[src/rtl/systolic_output_buffer.sv]
// systolic_output_buffer: frame-synchronous capture of the systolic array output into a FWFT FIFO
// Ports:
//   clk30x, reset       clock and synchronous active-high reset
//   din                 array output word, stable for a whole frame
//   dout, dout_valid    FIFO head word and its valid flag (FIFO not empty)
//   dout_ready          consumer accepts dout this cycle
//   frame_tick          one-cycle pulse after every capture edge, skipped frames included
//   fifo_level          current occupancy 0..2^DEPTH_LOG2
//   overflow            sticky, a capture was dropped at full
//   sample_count        accepted pushes, counted only when OUTBUF_STATS_EN is defined, else 0
module systolic_output_buffer #(
    parameter int WORDLENGTH   = 16,
    parameter int FRAME_LEN    = 30,
    parameter int SAMPLE_PHASE = 1,
    parameter int SKIP_FRAMES  = 8,
    parameter int DEPTH_LOG2   = 3
) (
    input  logic                  clk30x,
    input  logic                  reset,
    input  logic [WORDLENGTH-1:0] din,
    output logic [WORDLENGTH-1:0] dout,
    output logic                  dout_valid,
    input  logic                  dout_ready,
    output logic                  frame_tick,
    output logic [DEPTH_LOG2:0]   fifo_level,
    output logic                  overflow,
    output logic [15:0]           sample_count
);
    localparam int DEPTH = 1 << DEPTH_LOG2;
    localparam int FW = $clog2(FRAME_LEN + 1);
    localparam int SW = $clog2(SKIP_FRAMES + 2);
    localparam logic [FW-1:0] FRAME_LAST = FW'(FRAME_LEN - 1);
    localparam logic [FW-1:0] PHASE = FW'(SAMPLE_PHASE);
    localparam logic [SW-1:0] SKIP_LAST = SW'(SKIP_FRAMES);
    localparam logic [0:0] ST_SKIP = 1'b0;
    localparam logic [0:0] ST_RUN = 1'b1;
    localparam logic [0:0] ST_INIT = (SKIP_FRAMES == 0) ? ST_RUN : ST_SKIP;

    logic [FW-1:0]         fcnt_q, fcnt_d;
    logic [SW-1:0]         skip_q, skip_d;
    logic [0:0]            state_q, state_d;
    logic [DEPTH_LOG2:0]   wr_ptr_q, wr_ptr_d, rd_ptr_q, rd_ptr_d;
    logic [WORDLENGTH-1:0] mem_q [DEPTH];
    logic [WORDLENGTH-1:0] mem_d [DEPTH];
    logic                  frame_tick_q, overflow_q, overflow_d;
    logic                  cap, push, pop, full, wr_en;

    always_comb begin
        cap        = fcnt_q == PHASE;
        fcnt_d     = (fcnt_q == FRAME_LAST) ? '0 : fcnt_q + 1'b1;
        skip_d     = skip_q;
        state_d    = state_q;
        if (cap && state_q == ST_SKIP) begin
            skip_d = skip_q + 1'b1;
            // the cap that completes the skip count only switches state; the next cap pushes
            state_d = (skip_d == SKIP_LAST) ? ST_RUN : ST_SKIP;
        end
        fifo_level = wr_ptr_q - rd_ptr_q;
        full       = fifo_level == (DEPTH_LOG2 + 1)'(DEPTH);
        dout_valid = fifo_level != '0;
        push       = cap && state_q == ST_RUN;
        pop        = dout_valid && dout_ready;
        // a pop in the same cycle frees the slot, so a push at full is still accepted
        wr_en      = push && (!full || pop);
        overflow_d = overflow_q || (push && full && !pop);
        wr_ptr_d   = wr_en ? wr_ptr_q + 1'b1 : wr_ptr_q;
        rd_ptr_d   = pop ? rd_ptr_q + 1'b1 : rd_ptr_q;
        mem_d      = mem_q;
        if (wr_en) mem_d[wr_ptr_q[DEPTH_LOG2-1:0]] = din;
        // stale storage is masked so dout reads 0 whenever the FIFO is empty
        dout       = dout_valid ? mem_q[rd_ptr_q[DEPTH_LOG2-1:0]] : '0;
    end

    always_ff @(posedge clk30x) begin
        if (reset) begin
            fcnt_q       <= '0;
            skip_q       <= '0;
            state_q      <= ST_INIT;
            wr_ptr_q     <= '0;
            rd_ptr_q     <= '0;
            frame_tick_q <= 1'b0;
            overflow_q   <= 1'b0;
        end else begin
            fcnt_q       <= fcnt_d;
            skip_q       <= skip_d;
            state_q      <= state_d;
            wr_ptr_q     <= wr_ptr_d;
            rd_ptr_q     <= rd_ptr_d;
            frame_tick_q <= cap;
            overflow_q   <= overflow_d;
        end
    end

    always_ff @(posedge clk30x) mem_q <= mem_d;

    assign frame_tick = frame_tick_q;
    assign overflow   = overflow_q;

`ifdef OUTBUF_STATS_EN
    logic [15:0] count_q, count_d;

    always_comb count_d = (wr_en && !reset) ? count_q + 16'd1 : count_q;

    always_ff @(posedge clk30x) count_q <= reset ? 16'd0 : count_d;

    assign sample_count = count_q;
`else
    assign sample_count = 16'd0;
`endif
endmodule

[config.mk]
export PLATFORM = sky130hd
export DESIGN_NAME = systolic_output_buffer
export DESIGN_NICKNAME = d
export VERILOG_FILES = /design/src/rtl/systolic_output_buffer.sv
export SDC_FILE = /design/constraint.sdc
export NUM_CORES = 1
export LEC_CHECK = 0
export ABC_AREA = 1
export CAP_MARGIN = 5
export CORE_MARGIN = 2
export CORE_UTILIZATION = 58
export CTS_CLUSTER_SIZE = 25
export DETAILED_ROUTE_END_ITERATION = 7
export MAX_ROUTING_LAYER = met4
export PLACE_DENSITY = 0.83
export RECOVER_POWER = 50
export SLEW_MARGIN = 25
export SYNTH_ARGS = -nofsm -noshare
export SYNTH_HDL_FRONTEND = slang
export SYNTH_SLANG_ARGS = --single-unit
[constraint.sdc]
create_clock -name clk30x -period 3.8 [get_ports clk30x]
set_input_delay 0.38 -clock clk30x [delete_from_list [all_inputs] [get_ports clk30x]]
set_output_delay 0.38 -clock clk30x [all_outputs]
set_load 0.05 [all_outputs]
Yosys cells after proc, flatten, opt, wreduce, memory -nomap -nowiden
Cells that the tools add are included.
- word-level logic and storage cells: 51
- bits of input ports: 19
- register bits: 148
- output and inout port bits: 39
- multiplexer cells: 8
- eq/ne operators: 4
- $add $sub $neg: 5
- bitwise logic cells: 3
- reduce and logical (&&, ||, !) cells: 13
- magnitude comparators: 3
- operators with widths (kind ; count):
    $bwmux W128 ; 1
    $mux W16 ; 4
    $bmux W16 S3 ; 1
    $demux W16 S3 ; 1
    $add A4 B1 Y4 const B ; 3
    $eq A4 B4 Y1 const B ; 2
    $ge A4 B4 Y1 const B ; 2
    $not A3 Y4 ; 2
    $logic_and A1 B1 Y1 ; 7
    $add A5 B1 Y5 const B ; 1
    $eq A5 B1 Y1 const B ; 1
    $eq A5 B5 Y1 const B ; 1
    $lt A4 B1 Y1 const B ; 1
    $reduce_bool A4 Y1 ; 1
    $sub A4 B4 Y4 ; 1
    $logic_not A1 Y1 ; 2
    $logic_or A1 B1 Y1 ; 2
    $reduce_or A2 Y1 ; 1
    $mux W1 ; 1
    $not A1 Y1 ; 1

Logic depth before layout (Yosys ltp)
- depth in word-level cells: 6
- mapped depth: 13
- gate-level depth less buffers: 13

Worst setup path before layout
Ideal clock, no wire load.
- path type: register to register
- from: register rd_ptr_q[1]
- to: register mem_q[32] in the netlist's numbering (enable)
- data arrival time: 3.105 ns
- clock period less this slack: 3.514 ns
- setup time: 0.409 ns
- stages on the path, launching flop included: 10
- buffers on the path: 1
- setup slack: 0.286 ns
- data required time: 3.391 ns
- cells stage by stage: dfxtp_1 inv_2 buf_6 fa_1 nor2_1 nand3_1 nor2_2 nand3_2 nand2_4 nor3_1
- longest elaborated chain between the ends: 5
- elaborated cells between the ends (all ways): 7
- those cells by class: add/sub: 1; eq/ne: 1; reduce/logical: 5
- RTL lines (item ; RTL line ; source):
    from (decl) ; 42 ; logic [DEPTH_LOG2:0] wr_ptr_q, wr_ptr_d, rd_ptr_q, rd_ptr_d;
    from (signal assigned) ; 88 ; rd_ptr_q <= rd_ptr_d;
    $sub A4 B4 Y4 (*) ; 58 ; fifo_level = wr_ptr_q - rd_ptr_q;
    named net fifo_level[1] ; 25 ; output logic [DEPTH_LOG2:0] fifo_level,
    $eq A4 B4 Y1 / $reduce_bool A4 Y1 (equally long branches) ; 59, 60 ;
    $logic_not A1 Y1 / $logic_and A1 B1 Y1 (equally long branches) ; 64, 62 ;
    $logic_or A1 B1 Y1 (*) ; 64 ; wr_en = push && (!full || pop);
    $logic_and A1 B1 Y1 (*) ; 64 ;
    to (signal assigned) ; 94 ; always_ff @(posedge clk30x) mem_q <= mem_d;
    to (decl) ; 43 ; logic [WORDLENGTH-1:0] mem_q [DEPTH];
The timed path passes the listed nets; every way through them passes the cells marked *.
A chain may end at the register's enable or synchronous reset.

Final worst setup path
- from: register rd_ptr_q[0]
- to: output dout[12]
- longest elaborated chain between the ends: 5
- elaborated cells between the ends (all ways): 7
- those cells by class: add/sub: 1; mux: 4; bitwise: 1; reduce/logical: 1
- RTL lines (item ; RTL line ; source):
    branches (longest 4 deep; another with $sub A4 B4 Y4) ; -- ;
    $mux W16 (*) ; 71 ; dout = dout_valid ? mem_q[rd_ptr_q[DEPTH_LOG2-1:0]] : '0;
    to (decl) ; 21 ; output logic [WORDLENGTH-1:0] dout,
Every way passes the cells marked *. The select of a mux whose other input is x is not followed.

==> out/qor.log <==
[place] DPL Wire Length 7880 µm
[synth] post-synthesis async set-or-reset flop share 0%
[cts] number of levels in the clock H-tree 4
[setup_path] Critical Path Source rd_ptr_q[0]
[cts] # hold bufs at CTS 0
[global_routing] pin count of the biggest net entering global routing 85
[cts] clock slew seen by the registers of the worst setup and hold paths 60 ps
[global_routing] initial antenna violation count 0
[sta] Pins Over Slew Limit 0
[cells_and_area] layout net count 690
[detailed_routing] Total Wirelength 13600 µm
[die] Die Footprint 12200 µm²
[synth] flip-flop and latch count after synthesis 148
[sta] Tcrit/Tclk final 85.7%
[cts] clock tree sinks 148
[cells_and_area] diodes inserted 0
[cts] buffers inserted by post-CTS timing repair 0
[detailed_routing] DR pass1 iterations 5
[synth] ys flop type sky130_fd_sc_hd__edfxtp_1
[sta] worst-margin pin slew 804 ps
[outcome] outcome finished clean
[cts] CTS tree yes
[power] pwr/cell area 617 nW/µm²
[global_routing] total congestion overflow 0
[synth] number of synthesized flops with an enable pin 128
[synth] Synth Instances 614
[setup_path] Reg-to-Reg End mem_q[102]
[global_routing] wire length of the first global-routing pass 21900 µm
[setup_path] WP data arrival 2880 ps
[synth] share of cell area taken by muxes after synthesis 0%
[synth] main combinational cell family by area after synthesis simple AND/OR/NAND/NOR gates
[setup_path] worst setup path end dout[12]
[cells_and_area] fraction of layout cells with a size suffix above 1 13.5%
[synth] share of Yosys cell area claimed by the top area cell type 58.4%
[synth] simple-gate area share of the yosys netlist 11.6%
[setup_path] R2R Path Start rd_ptr_q[0]
[die] Ports 58
[synth] XOR/XNOR Fraction of Synth Area 1.07%
[setup_path] kind of critical path reg -> out
[detailed_routing] Vias per Instance 5.49
[synth] complex-gate fraction of the synthesized area 11.4%
[sta] post-route clock skew 8.09 ps
[sta] setup repair after global routing missed its margin no
[setup_path] endpoint required time on the critical path 3420 ps
[power] leakage 3.08 nW
[detailed_routing] Post-route DRC 0
[setup_path] Worst setup SP type flip-flop
[place] Routability Congestion 0.837
[place] pre-CTS setup slack 872 ps
[cells_and_area] area growth from synthesis to final layout 17.9%
[die] Placeable Area 10900 µm²
[sta] Worst Slack Setup Final 543 ps
[min_path] class of the tightest hold or removal check reg -> reg
[global_routing] vias in the first global route 4420
[die] floorplan row count 38
[synth] count of different cell masters after synthesis 33
[sta] total count of hold-check failures in the final report 0
[die] height of the die 111 µm
[setup_path] maximum fanout along the worst path 50
[cts] CTS buffer count 17
[sta] slew margin rel. 46.4%
[global_routing] global-route usage over all layers 23.9%
[sta] setup total negative slack 0 ps
[setup_path] number of cells on the worst reg-to-reg path 10
[synth] leading post-synthesis cells by cell area sky130_fd_sc_hd__edfxtp_1 58%, sky130_fd_sc_hd__dfxtp_1 6.1%, sky130_fd_sc_hd__a21oi_1 5.2%, sky130_fd_sc_hd__o21ai_1 5.0%, sky130_fd_sc_hd__inv_1 4.5%
[setup_path] worst reg2reg setup slack 570 ps
[cts] clock insertion delay at the later pin of the skew report 420 ps
[sta] number of endpoints failing setup at the final stage 0
[sta] crit path time final 3260 ps
[synth] sequential share of the synthesized area 64.5%
[detailed_routing] DRC violation total after the first TritonRoute iteration 465
[detailed_routing] vias after detailed routing 4474
[sta] maximum clock frequency 307 MHz
[die] Starting Density 60.2%
[synth] Adder-Cell Fraction of Synth Area 1.83%
[power] peak ir drop on the vdd network 0.420 mV
[synth] warning count from the yosys run 0
[cts] clock root buffer sky130_fd_sc_hd__clkbuf_16
[cts] Clock Tree Buf Depth 2
[die] horizontal die dimension 111 µm
[detailed_routing] number of antenna-violating nets in the routed design 0
[cts] post-cts repair resize count 0
[setup_path] endpoint class of the critical path output pin
[detailed_routing] Routed wire per std cell 16.7 µm
[synth] post-synthesis cell area 6580 µm²
[job] # Max-Cap Violations 0
[place] IO buf count 41
[synth] mean cell area of the mapped netlist 10.7 µm²
[synth] cell type contributing the most total cell area after synthesis sky130_fd_sc_hd__edfxtp_1
[routing by layer]
layer	vias up	share of wire (%)	global-route usage, %
li1	2129	-	-
met1	2102	39	28.4
met2	209	51	39.2
met3	34	7.6	5.32
met4	0	2.7	11.3
met5	-	0	-
[power breakdown]
group          switching (mW)  total, mW  internal (mW)
registers              0.0369       1.81           1.77
logic                   0.859       1.38          0.519
clock network           0.682       1.60          0.917
total                    1.58       4.79           3.21
[cell type report]
type	instances	area (µm²)
Inverter	86	325
Clock inverter	15	144
Fill cell	724	3180
Tap cell	140	175
Sequential cell	148	4250
Multi-Input combinational cell	354	1760
Clock buffer	17	425
Timing Repair Buffer	55	674
[cells in the mapped netlist (4+ instances only)]
master / instances
sky130_fd_sc_hd__buf_2: 5
sky130_fd_sc_hd__nor2_1: 67
sky130_fd_sc_hd__a21oi_1: 69
sky130_fd_sc_hd__nand2_2: 4
sky130_fd_sc_hd__inv_1: 79
sky130_fd_sc_hd__xor2_1: 5
sky130_fd_sc_hd__dfxtp_1: 20
sky130_fd_sc_hd__o21ai_1: 66
sky130_fd_sc_hd__clkbuf_1: 9
sky130_fd_sc_hd__a21oi_2: 8
sky130_fd_sc_hd__inv_2: 5
sky130_fd_sc_hd__edfxtp_1: 128
sky130_fd_sc_hd__ha_1: 8
sky130_fd_sc_hd__nand3_1: 16
sky130_fd_sc_hd__buf_6: 10
sky130_fd_sc_hd__nand2_1: 76
sky130_fd_sc_hd__buf_4: 17
[critical path: stages (launching register included)]
cell and delay, ps:
sky130_fd_sc_hd__dfxtp_4 660, sky130_fd_sc_hd__ha_1 250, sky130_fd_sc_hd__inv_2 40, sky130_fd_sc_hd__fa_1 470, sky130_fd_sc_hd__nor2_1 140, sky130_fd_sc_hd__nand3_1 100
sky130_fd_sc_hd__inv_1 110, sky130_fd_sc_hd__nand3_4 140, sky130_fd_sc_hd__inv_4 220, sky130_fd_sc_hd__nor2_1 120, sky130_fd_sc_hd__buf_12 160
[per-stage QoR]
stage,power (mW),cells,cell area [µm²],utilization [%],hold WS (ps)
detailed placement,3.22,783,7210,65.9,451
global route,4.95,815,7760,70.9,490
floorplan,2.72,629,6640,-,433
global placement,3.19,783,7210,65.9,437
finish,4.79,815,7760,70.9,451
CTS,4.82,815,7780,71.1,460
[worst min-delay path by stage]
| stage | depth (start not counted) | from | endpoint | slack (ps) |
|---|---|---|---|---|
| floorplan | 1 | fcnt_q[0] | fcnt_q[0] | 430 |
| global placement | 2 | overflow | overflow | 440 |
| detailed placement | 2 | overflow | overflow | 450 |
| CTS | 2 | overflow | overflow | 460 |
| global route | 2 | overflow | overflow | 490 |
| finish | 2 | overflow | overflow | 450 |
[registers in the layout, indices dropped and copies added (netlist names)]
register / count
rd_ptr_q: 4
frame_tick: 1
wr_ptr_q: 4
overflow: 1
mem_q: 128
skip_q: 4
fcnt_q: 5
state_q: 1
[logic make-up after synthesis]
kind of cell               Yosys count
AOI/OAI and AO/OA                  144
xor gates and xnor gates             8
adders and majority gates            9
buffers and inverters              127
DFF                                148
other                                1
and+or+nand+nor                    177
[layout by cell type, fill, tap and decap left out, types with 16 or more instances in the layout]
cell	netlist	final
sky130_fd_sc_hd__clkbuf_16	0	17
sky130_fd_sc_hd__o21ai_1	66	64
sky130_fd_sc_hd__inv_1	79	80
sky130_fd_sc_hd__nor2_1	67	68
sky130_fd_sc_hd__nand3_1	16	17
sky130_fd_sc_hd__conb_1	1	16
sky130_fd_sc_hd__dfxtp_1	20	19
sky130_fd_sc_hd__edfxtp_1	128	128
sky130_fd_sc_hd__a21oi_1	69	69
sky130_fd_sc_hd__buf_4	17	16
sky130_fd_sc_hd__nand2_1	76	78
sky130_fd_sc_hd__buf_12	0	17
sky130_fd_sc_hd__dlygate4sd3_1	0	18
Note: power is estimated with default switching activity, not from simulation.
